[config.mk]
export PLATFORM = sky130hd
export DESIGN_NAME = fwd_ctrl
export DESIGN_NICKNAME = d
export VERILOG_FILES = /design/src/rtl/fwd_pkg.sv /design/src/rtl/fwd_stage_reg.sv /design/src/rtl/fwd_ctrl.sv
export SDC_FILE = /design/constraint.sdc
export NUM_CORES = 1
export LEC_CHECK = 0
export CAP_MARGIN = 40
export CORE_MARGIN = 2
export CORE_UTILIZATION = 40
export DETAILED_ROUTE_END_ITERATION = 6
export GPL_TIMING_DRIVEN = 0
export PLACE_DENSITY = 0.74
export SLEW_MARGIN = 40
export SYNTH_ARGS = -nofsm -noshare
export SYNTH_HDL_FRONTEND = slang
export SYNTH_HIERARCHICAL = 1
export SYNTH_SLANG_ARGS = --single-unit
[constraint.sdc]
create_clock -name clk_i -period 4.82 [get_ports clk_i]
set_input_delay 1.446 -clock clk_i [delete_from_list [all_inputs] [get_ports clk_i]]
set_output_delay 1.446 -clock clk_i [all_outputs]
set_load 0.1 [all_outputs]
[src/rtl/fwd_pkg.sv]
// fwd_pkg: select codes, stage record and producer helper shared by the forwarding controller.
package fwd_pkg;
  localparam int FWD_REG_AW = 5;
  localparam logic [1:0] FWD_RF  = 2'b00;
  localparam logic [1:0] FWD_WB  = 2'b01;
  localparam logic [1:0] FWD_MEM = 2'b10;
  typedef struct packed {
    logic                  valid;
    logic [FWD_REG_AW-1:0] rd;
    logic                  regwrite;
    logic                  memread;
  } stage_t;
  function automatic logic produces(stage_t s, logic [FWD_REG_AW-1:0] r);
    return s.valid && s.regwrite && (s.rd != '0) && (s.rd == r);
  endfunction
  function automatic logic [1:0] fwd_sel(stage_t ex, stage_t mem, logic [FWD_REG_AW-1:0] r);
    return produces(ex, r) ? FWD_MEM : produces(mem, r) ? FWD_WB : FWD_RF;
  endfunction
endpackage

[src/rtl/fwd_stage_reg.sv]
// fwd_stage_reg: stage-record register, cleared by reset or loaded with a bubble on request.
module fwd_stage_reg import fwd_pkg::*; (
  input  logic   clk_i,
  input  logic   rst_i,
  input  logic   bubble_i,
  input  stage_t d_i,
  output stage_t q_o
);
  always_ff @(posedge clk_i or posedge rst_i)
    if (rst_i) q_o <= '0;
    else q_o <= bubble_i ? '0 : d_i;
endmodule

[src/rtl/fwd_ctrl.sv]
// fwd_ctrl: EX-operand forwarding select and load-use stall controller.
// Optional stall-cycle counter port enabled by FWD_STALL_CNT_EN.
module fwd_ctrl import fwd_pkg::*; #(
  parameter int REG_AW = FWD_REG_AW,
  parameter int CNT_W  = 16
) (
  input  logic              clk_i,
  input  logic              rst_i,
  input  logic              id_valid_i,
  input  logic [REG_AW-1:0] id_rs_i,
  input  logic [REG_AW-1:0] id_rt_i,
  input  logic [REG_AW-1:0] id_rd_i,
  input  logic              id_regwrite_i,
  input  logic              id_memread_i,
  input  logic              flush_i,
  output logic [1:0]        ex_fwdA_o,
  output logic [1:0]        ex_fwdB_o,
  output logic              stall_o
`ifdef FWD_STALL_CNT_EN
  ,
  output logic [CNT_W-1:0]  stall_cnt_o
`endif
);
  stage_t ex_q, mem_q, wb_q, ex_d;
  logic hazard, bubble;
  assign ex_d   = '{valid: 1'b1, rd: id_rd_i, regwrite: id_regwrite_i, memread: id_memread_i};
  assign hazard = id_valid_i && ex_q.memread && (produces(ex_q, id_rs_i) || produces(ex_q, id_rt_i));
  assign stall_o = hazard && !flush_i;
  assign bubble  = flush_i || stall_o || !id_valid_i;
  fwd_stage_reg u_ex  (.clk_i(clk_i), .rst_i(rst_i), .bubble_i(bubble), .d_i(ex_d),  .q_o(ex_q));
  fwd_stage_reg u_mem (.clk_i(clk_i), .rst_i(rst_i), .bubble_i(1'b0),   .d_i(ex_q),  .q_o(mem_q));
  fwd_stage_reg u_wb  (.clk_i(clk_i), .rst_i(rst_i), .bubble_i(1'b0),   .d_i(mem_q), .q_o(wb_q));
  // WB is tracked for pipeline visibility only; the register file write-through covers it
  logic unused_wb;
  assign unused_wb = ^wb_q;
  always_ff @(posedge clk_i or posedge rst_i)
    if (rst_i) begin
      ex_fwdA_o <= FWD_RF;
      ex_fwdB_o <= FWD_RF;
    end else begin
      ex_fwdA_o <= bubble ? FWD_RF : fwd_sel(ex_q, mem_q, id_rs_i);
      ex_fwdB_o <= bubble ? FWD_RF : fwd_sel(ex_q, mem_q, id_rt_i);
    end
`ifdef FWD_STALL_CNT_EN
  always_ff @(posedge clk_i or posedge rst_i)
    if (rst_i) stall_cnt_o <= '0;
    else if (stall_o && !(&stall_cnt_o)) stall_cnt_o <= stall_cnt_o + 1'b1;
`else
  localparam int unused_cnt_w = CNT_W;
`endif
endmodule
==> run metrics, run 1 <==
first-pass GRT wire length=between 2000 and 3000 um; DR pass1 iterations=4; CP delay by family, top=buffers and inverters; Crit Path Category=input pin to output pin; Static Leak=0.000583 uW; number of global-route vias before repair=slightly above 700; die height=52.4 um; Peak Freq=approximately 220 MHz; kind of end point of the critical path=output pin; placed cell areas=0.00122 mm^2; power density over cell area=230 mW/mm^2; CTS tree=yes; crit-path max FO=2; crit path launch=id_rt_i[3]; Clock Skews=5.81 ps; most common cell after layout, fill and taps aside=clkdlybuf4s50_1; fin nets=144; Gate Count Post-Synth=87; final setup vio count=0; Die X=52.4 um; Worst-path clk slew=100 ps; initial antenna violation count=0; buffers plus inverters on the worst setup path=2; Int Pwr=around 220 uW; post-route ant nets=0; Post CTS Setup Buffer Count=0; Placed Cells=146; GRT overflow=0; # Max-Cap Violations=0; Slowest Stage Delay on Critical Path=450 ps; Total GRT Usage=0.146; CTS max path bufs=2; post-layout minimum cycle time=4580 ps; Comb pwr share=0.154; antenna cell count=0; Num CTS Buffers=3; crit path DAT=about 3100 ps; Via-to-Cell Ratio=between 4 and 5; pin count of the biggest net entering global routing=11; Hold WC Path Type=flop to flop; worst min-delay path startpoint=u_ex/q_o[1]; initial core utilization=0.424; wire per inst=11.3 um; IO Pins=26; Final Hold Vio Count=0; RSZ-0062 raised after global routing=false; DP HPWL=around 1400 um; GPL Wtd Cong=0.852; path depth of the worst reg2reg path=4; Hold Path Sink=u_mem/q_o[1]; most frequent cells in the layout=20 x clkdlybuf4s50_1, 19 x dfrtp_1, 15 x nor2b_1, 12 x xor2_1; Layout area overhead=33.8%; Max Slew Vio Count=0; clock root cell=clkbuf_4; Port Buf Inserts=25; Design Area, Final=between 0.001 and 0.0015 mm^2; row count=17; Seq pwr share=0.584; Synth Warn #=6; setup slack, reg-to-reg=3050 ps; full die area=0.00275 mm^2; crit-path cells=clkdlybuf4s50_1 -> xor2_1 -> nor3_1 -> nand4_1 -> a211oi_2 -> clkbuf_4; syn avg cell area=around 11 um^2; Remaining DRCs=0; share of cells above drive strength 1=0.0984; CP startpoint kind=input pin; status=finished, final reports clean; worst r2r dst=u_ex/q_o[2]; clock sinks=19; Net Sw Frac=0.231; DR iter-0 viols=2; critical path required time=3370 ps; mapped cell area=around 940 um^2; switching power=66.5 uW; Hold Path Stages=1; Hold WS=roughly 550 ps; Vias=720; Clock Latency Late Sink=290 ps; FF-to-FF Start=u_ex/q_o[4]; Max H-tree Level=1; slowest CP cell=clkdlybuf4s50_1; Clk pwr share=0.262; Setup TNS Final=0 ps; peak supply drop=0.132 mV; Final Non-Filler Cells=150; post-route clock period utilization=0.951; final wirelength=1690 um; core area=about 0.0022 mm^2
## power groups by stage
| stage | logic (uW) | registers (uW) | clock network (uW) |
|---|---|---|---|
| floorplan | 22.3 | 170 | 0 |
| global placement | 44.1 | 171 | 0 |
| detailed placement | 44.7 | 172 | 0 |
| CTS | 45.0 | 168 | 79.0 |
| global route | 49.9 | 169 | 85.7 |
| finish | 44.5 | 168 | 75.5 |
## how the worst max path moves through the flow
stage | to | slack (ps) | depth (start not counted)
finish | stall_o | 240 | 6
CTS | stall_o | 120 | 6
global route | stall_o | 80 | 6
global placement | stall_o | -560 | 6
floorplan | stall_o | 110 | 4
detailed placement | stall_o | 120 | 6
## cell type report
cell class	count	area, um^2
clock buffer	4	26.3
fill	215	958
inverter	3	11.3
multi-input combinational	71	478
sequential	19	475
tap	28	35.0
timing repair buffer	25	228
## sequential cells by signal (all words and copies together) (netlist names)
signal and flops:
u_ex/q_o 8, u_mem/q_o 7, ex_fwdA_o 2, ex_fwdB_o 2
## through the flow
stage	power [uW]	utilization	worst slack, ps
final	288	0.567	236
after global routing	305	0.567	82.7
after CTS	292	0.566	118
after detailed placement	216	0.554	121
after global placement	216	0.565	-556
after floorplan	193	-	107
## worst register-to-register path, delay by kind of cell, from the launching register on
| kind | cells | cell delay, ps |
|---|---|---|
| and+or+nand+nor | 2 | 680 |
| AOI/OAI and AO/OA | 2 | 570 |
| DFF | 1 | 460 |
## what timing repair did
item,4_1_cts,5_1_grt
hold buffers,0,0
gates resized for setup,0,1
endpoints found under the setup margin,0,1
## routing by layer
layer	up-vias	GRT usage	part of all wire
met2	20	0.260	0.52
met1	342	0.156	0.41
met5	-	0	0
li1	354	-	-
met3	4	0.0343	0.058
met4	0	0.0769	0.017
No activity file was read; power rests on OpenSTA's default activity.
==> run 2, diff against run 1 <==
--- a/config.mk
+++ b/config.mk
@@ -11,7 +11,6 @@
 export DETAILED_ROUTE_END_ITERATION = 6
 export GPL_TIMING_DRIVEN = 0
 export PLACE_DENSITY = 0.74
-export SLEW_MARGIN = 40
 export SYNTH_ARGS = -nofsm -noshare
 export SYNTH_HDL_FRONTEND = slang
 export SYNTH_HIERARCHICAL = 1
==> constraint.sdc (replaced) <==
create_clock -name clk_i -period 5.4 [get_ports clk_i]
set_input_delay 1.62 -clock clk_i [delete_from_list [all_inputs] [get_ports clk_i]]
set_output_delay 1.62 -clock clk_i [all_outputs]
set_load 0.1 [all_outputs]
==> run metrics, run 2 (same netlist as run 1, synthesis figures left out) <==
RSZ-0062 raised after global routing=false; crit path DAT=3640 ps (+500 ps); power density over cell area=189 mW/mm^2 (-18%); die height=52.4 um (unchanged); row count=17 (unchanged); Final Hold Vio Count=0 (unchanged); Port Buf Inserts=25 (unchanged); first-pass GRT wire length=3010 um (+5.8%); critical path required time=3780 ps (+410 ps); CP startpoint kind=input pin; clock sinks=19 (unchanged); Clock Latency Late Sink=280 ps (about the same); GPL Wtd Cong=0.852 (unchanged); Largest regs=u_ex/q_o (8), u_mem/q_o (7); number of global-route vias before repair=785 (+11%); initial antenna violation count=0 (unchanged); CTS max path bufs=2 (unchanged); Num CTS Buffers=3 (unchanged); post-route clock period utilization=0.974; Design Area, Final=0.00136 mm^2 (+8.2%); final setup vio count=0 (unchanged); DP HPWL=1510 um (+5.1%); Clock Skews=2.11 ps (-3.70 ps); kind of end point of the critical path=output pin; Worst-path clk slew=90 ps (about the same); pin count of the biggest net entering global routing=11 (unchanged); Peak Freq=190 MHz; most frequent cells in the layout=25 x clkdlybuf4s50_1, 19 x dfrtp_1, 15 x nor2b_1, 12 x xor2_1; clock root cell=clkbuf_4; Via-to-Cell Ratio=4.72 (-1.6%); Vias=732 (+1.7%); wire per inst=11.7 um (+3.3%); FILL cells=190 (-12%); Placed Cells=151 (+3.4%); Static Leak=0.000610 uW (+4.6%); Max Slew Vio Count=0 (unchanged); Post CTS Setup Buffer Count=0 (unchanged); placed cell areas=0.00133 mm^2 (+8.2%); largest reg by FF count=u_ex/q_o; post-layout minimum cycle time=5260 ps; # Max-Cap Violations=0 (unchanged); crit-path max FO=2 (unchanged); Final Non-Filler Cells=155 (+3.3%); Final Power=257 uW (-11%); Crit Path Category=input pin to output pin; fin nets=149 (+3.5%); IO Pins=26 (unchanged); Layout area overhead=44.7%; Die X=52.4 um (unchanged); Hold WC Path Type=flop to flop; post-route ant nets=0 (unchanged); most common cell after layout, fill and taps aside=clkdlybuf4s50_1; core area=0.00221 mm^2 (unchanged); Hold WS=565 ps (+10.3 ps); share of cells above drive strength 1=0.102 (+0.00400); initial core utilization=0.424 (unchanged); Setup TNS Final=0 ps (unchanged); final wirelength=1810 um (+6.7%); antenna cell count=0 (unchanged); Largest register FFs=8 (unchanged); GRT overflow=0 (unchanged); peak supply drop=0.134 mV (+1.7%); status=finished, final reports clean; DR pass1 iterations=4 (unchanged); Max H-tree Level=1 (unchanged); DR iter-0 viols=4 (+2); Remaining DRCs=0 (unchanged); Total GRT Usage=0.154 (+0.00804); CTS tree=yes; full die area=0.00275 mm^2 (unchanged)
-- run 2: cell count changes in the layout (fill, tap and decap cells not counted), sizes merged --
cell / previous run / this run
buf: 4 / 5
clkbuf: 5 / 4
clkdlybuf4s50: 20 / 25
-- run 2: repair_timing --
action | CTS | global route
gates resized for setup | 0 | 1
hold buffers | 0 | 0
setup endpoints to repair | 0 | 1
-- run 2: routing by layer --
layer	vias to the layer above	part of all wire	track usage
li1	363	-	-
met1	347	0.39	0.150
met2	20	0.56	0.302
met3	2	0.043	0.0343
met4	0	0.0055	0.0641
met5	-	0	0
-- run 2: report_power, final --
group / internal [uW] / switching, uW / total [uW] / leakage, uW
Clock: 28.7 / 37.3 / 66.0 / 0.0000150
Combinational: 23.8 / 16.5 / 40.3 / 0.000335
Sequential: 146 / 4.69 / 150 / 0.000260
-- run 2: final cells by class --
class	count	area [um^2]	area share
multi-input cells	71	483	0.356
flip-flops and latches	19	475	0.351
well taps	28	35.0	0.0258
repair buffers	30	325	0.240
inverters	3	11.3	0.00830
clock buffers	4	26.3	0.0194
-- run 2: worst paths after layout --
kind	cells past startpoint	end	from	slack (ps)
worst max-delay path	7	stall_o	id_rs_i[1]	140
worst min-delay path	1	u_mem/q_o[1]	u_ex/q_o[1]	570
worst max register to register	4	u_ex/q_o[2]	u_ex/q_o[3]	3640
worst min register to register	1	u_mem/q_o[1]	u_ex/q_o[1]	570
max in group asynchronous	2	u_ex/q_o[5]	rst_i	3540
min in group asynchronous	2	ex_fwdA_o[0]	rst_i	1590
-- run 2: worst max-delay path, stage by stage --
cell and delay (ps):
clkdlybuf4s50_1 460, xor2_1 170, nor3_1 250, nand4_1 180, a211oi_2 210, clkdlybuf4s50_1 540
buf_8 200
-- run 2: metrics by stage --
| step | util | worst slack [ps] |
|---|---|---|
| floorplan | - | 339 |
| global placement | 0.565 | -324 |
| detailed placement | 0.599 | 61.0 |
| CTS | 0.611 | 60.1 |
| global route | 0.613 | 32.9 |
| finish | 0.613 | 141 |
==> run 3, diff against run 2 <==
--- a/config.mk
+++ b/config.mk
@@ -11,6 +11,7 @@
 export DETAILED_ROUTE_END_ITERATION = 6
 export GPL_TIMING_DRIVEN = 0
 export PLACE_DENSITY = 0.74
+export RECOVER_POWER = 50
 export SYNTH_ARGS = -nofsm -noshare
 export SYNTH_HDL_FRONTEND = slang
 export SYNTH_HIERARCHICAL = 1
==> run metrics, run 3 (same netlist as run 1, synthesis figures left out) <==
Layout area overhead=44.7% (unchanged); DR iter-0 viols=4 (unchanged); Final Hold Vio Count=0 (unchanged); DP HPWL=1510 um (unchanged); placed cell areas=0.00133 mm^2 (unchanged); critical path required time=3780 ps (about the same); CTS tree=yes; Largest regs=u_ex/q_o (8), u_mem/q_o (7); crit-path max FO=2 (unchanged); CP startpoint kind=input pin; initial core utilization=0.424 (unchanged); Max Slew Vio Count=0 (unchanged); final wirelength=1810 um (unchanged); # Max-Cap Violations=0 (unchanged); clock sinks=19 (unchanged); Hold WS=565 ps (unchanged); status=finished, final reports clean; Max H-tree Level=1 (unchanged); kind of end point of the critical path=output pin; slowest CP cell=clkdlybuf4s50_1; fin nets=149 (unchanged); Setup TNS Final=0 ps (unchanged); number of global-route vias before repair=785 (unchanged); row count=17 (unchanged); # hold bufs at CTS=0 (unchanged); Remaining DRCs=0 (unchanged); initial antenna violation count=0 (unchanged); RSZ-0062 raised after global routing=false; CTS max path bufs=2 (unchanged); Final Power=257 uW (about the same); full die area=0.00275 mm^2 (unchanged); Crit Path Category=input pin to output pin; Num CTS Buffers=3 (unchanged); Total GRT Usage=0.154 (unchanged); Design Area, Final=0.00136 mm^2 (unchanged); Vias=732 (unchanged); post-route clock period utilization=0.974 (unchanged); Static Leak=0.000610 uW (about the same); largest reg by FF count=u_ex/q_o; clock root cell=clkbuf_4; Largest register FFs=8 (unchanged); share of cells above drive strength 1=0.102 (unchanged); Clock Latency Late Sink=280 ps (about the same); GRT overflow=0 (unchanged); crit-path cells=clkdlybuf4s50_1 -> xor2_1 -> nor3_1 -> nand4_1 -> a211oi_2 -> clkdlybuf4s50_1 -> buf_8; crit path DAT=3640 ps (about the same); antenna cell count=0 (unchanged); most common cell after layout, fill and taps aside=clkdlybuf4s50_1; DP Worst Slack=61.0 ps (unchanged); wire per inst=11.7 um (unchanged); GPL Wtd Cong=0.852 (unchanged); pin count of the biggest net entering global routing=11 (unchanged); most frequent cells in the layout=24 x clkdlybuf4s50_1, 19 x dfrtp_1, 15 x nor2b_1, 12 x xor2_1; final setup vio count=0 (unchanged); Port Buf Inserts=25 (unchanged); Slowest Stage Delay on Critical Path=540 ps (about the same); Worst-path clk slew=90 ps (about the same); post-layout minimum cycle time=5260 ps (unchanged); die height=52.4 um (unchanged); Die X=52.4 um (unchanged); Peak Freq=190 MHz (unchanged); peak supply drop=0.134 mV (about the same); first-pass GRT wire length=3010 um (unchanged); Hold WC Path Type=flop to flop; worst setup margin=141 ps (unchanged); IO Pins=26 (unchanged); Clock Skews=2.11 ps (+0.0000300 ps); DR pass1 iterations=4 (unchanged); power density over cell area=189 mW/mm^2 (about the same); Via-to-Cell Ratio=4.72 (unchanged); most used cell, CP=clkdlybuf4s50_1; post-route ant nets=0 (unchanged); core area=0.00221 mm^2 (unchanged)
[run 3: area by class of cell]
class                           instances  area [um^2]
Tap cell                               28         35.0
Timing Repair Buffer                   30          325
Fill cell                             190          856
Multi-Input combinational cell         71          483
Inverter                                3         11.3
Sequential cell                        19          475
Clock buffer                            4         26.3
[run 3: timing repair]
item / CTS / global route
buffers inserted: 0 / 0
resized for setup: 0 / 1
endpoints found under the setup margin: 0 / 1
[run 3: per-stage QoR]
| stage | instances | utilization |
|---|---|---|
| 2_1_floorplan | 93 | - |
| 3_3_place_gp | 146 | 0.565 |
| 3_5_place_dp | 151 | 0.599 |
| 4_1_cts | 155 | 0.611 |
| 5_1_grt | 155 | 0.613 |
| 6_report | 155 | 0.613 |
[run 3: path summary, 6_finish.rpt]
| check | to | slack [ps] | start | depth (start not counted) |
|---|---|---|---|---|
| max | stall_o | 140 | id_rs_i[1] | 7 |
| min | u_mem/q_o[1] | 570 | u_ex/q_o[1] | 1 |
| max reg2reg | u_ex/q_o[2] | 3640 | u_ex/q_o[3] | 4 |
| min reg2reg | u_mem/q_o[1] | 570 | u_ex/q_o[1] | 1 |
| max in group asynchronous | u_ex/q_o[5] | 3420 | rst_i | 2 |
| min in group asynchronous | ex_fwdA_o[0] | 1710 | rst_i | 2 |
[run 3: where the power goes]
part	total, uW	internal, uW	switching, uW
Clock	66.0	28.7	37.3
Combinational	40.2	23.7	16.5
Sequential	150	146	4.69
Total	257	198	58.5
[run 3: per-layer routing]
metal / vias up / routed length [um] / track usage
met5: - / 0 / 0
met4: 0 / 10 / 0.0641
met3: 2 / 84 / 0.0343
met2: 20 / 1010 / 0.302
met1: 347 / 703 / 0.150
li1: 363 / - / -
[run 3: critical path: cells and delay by family]
kind	cells	cell delay, ps
buffers and inverters	3	1200
and+or+nand+nor	2	430
xor gates and xnor gates	1	170
AOI/OAI and AO/OA	1	210
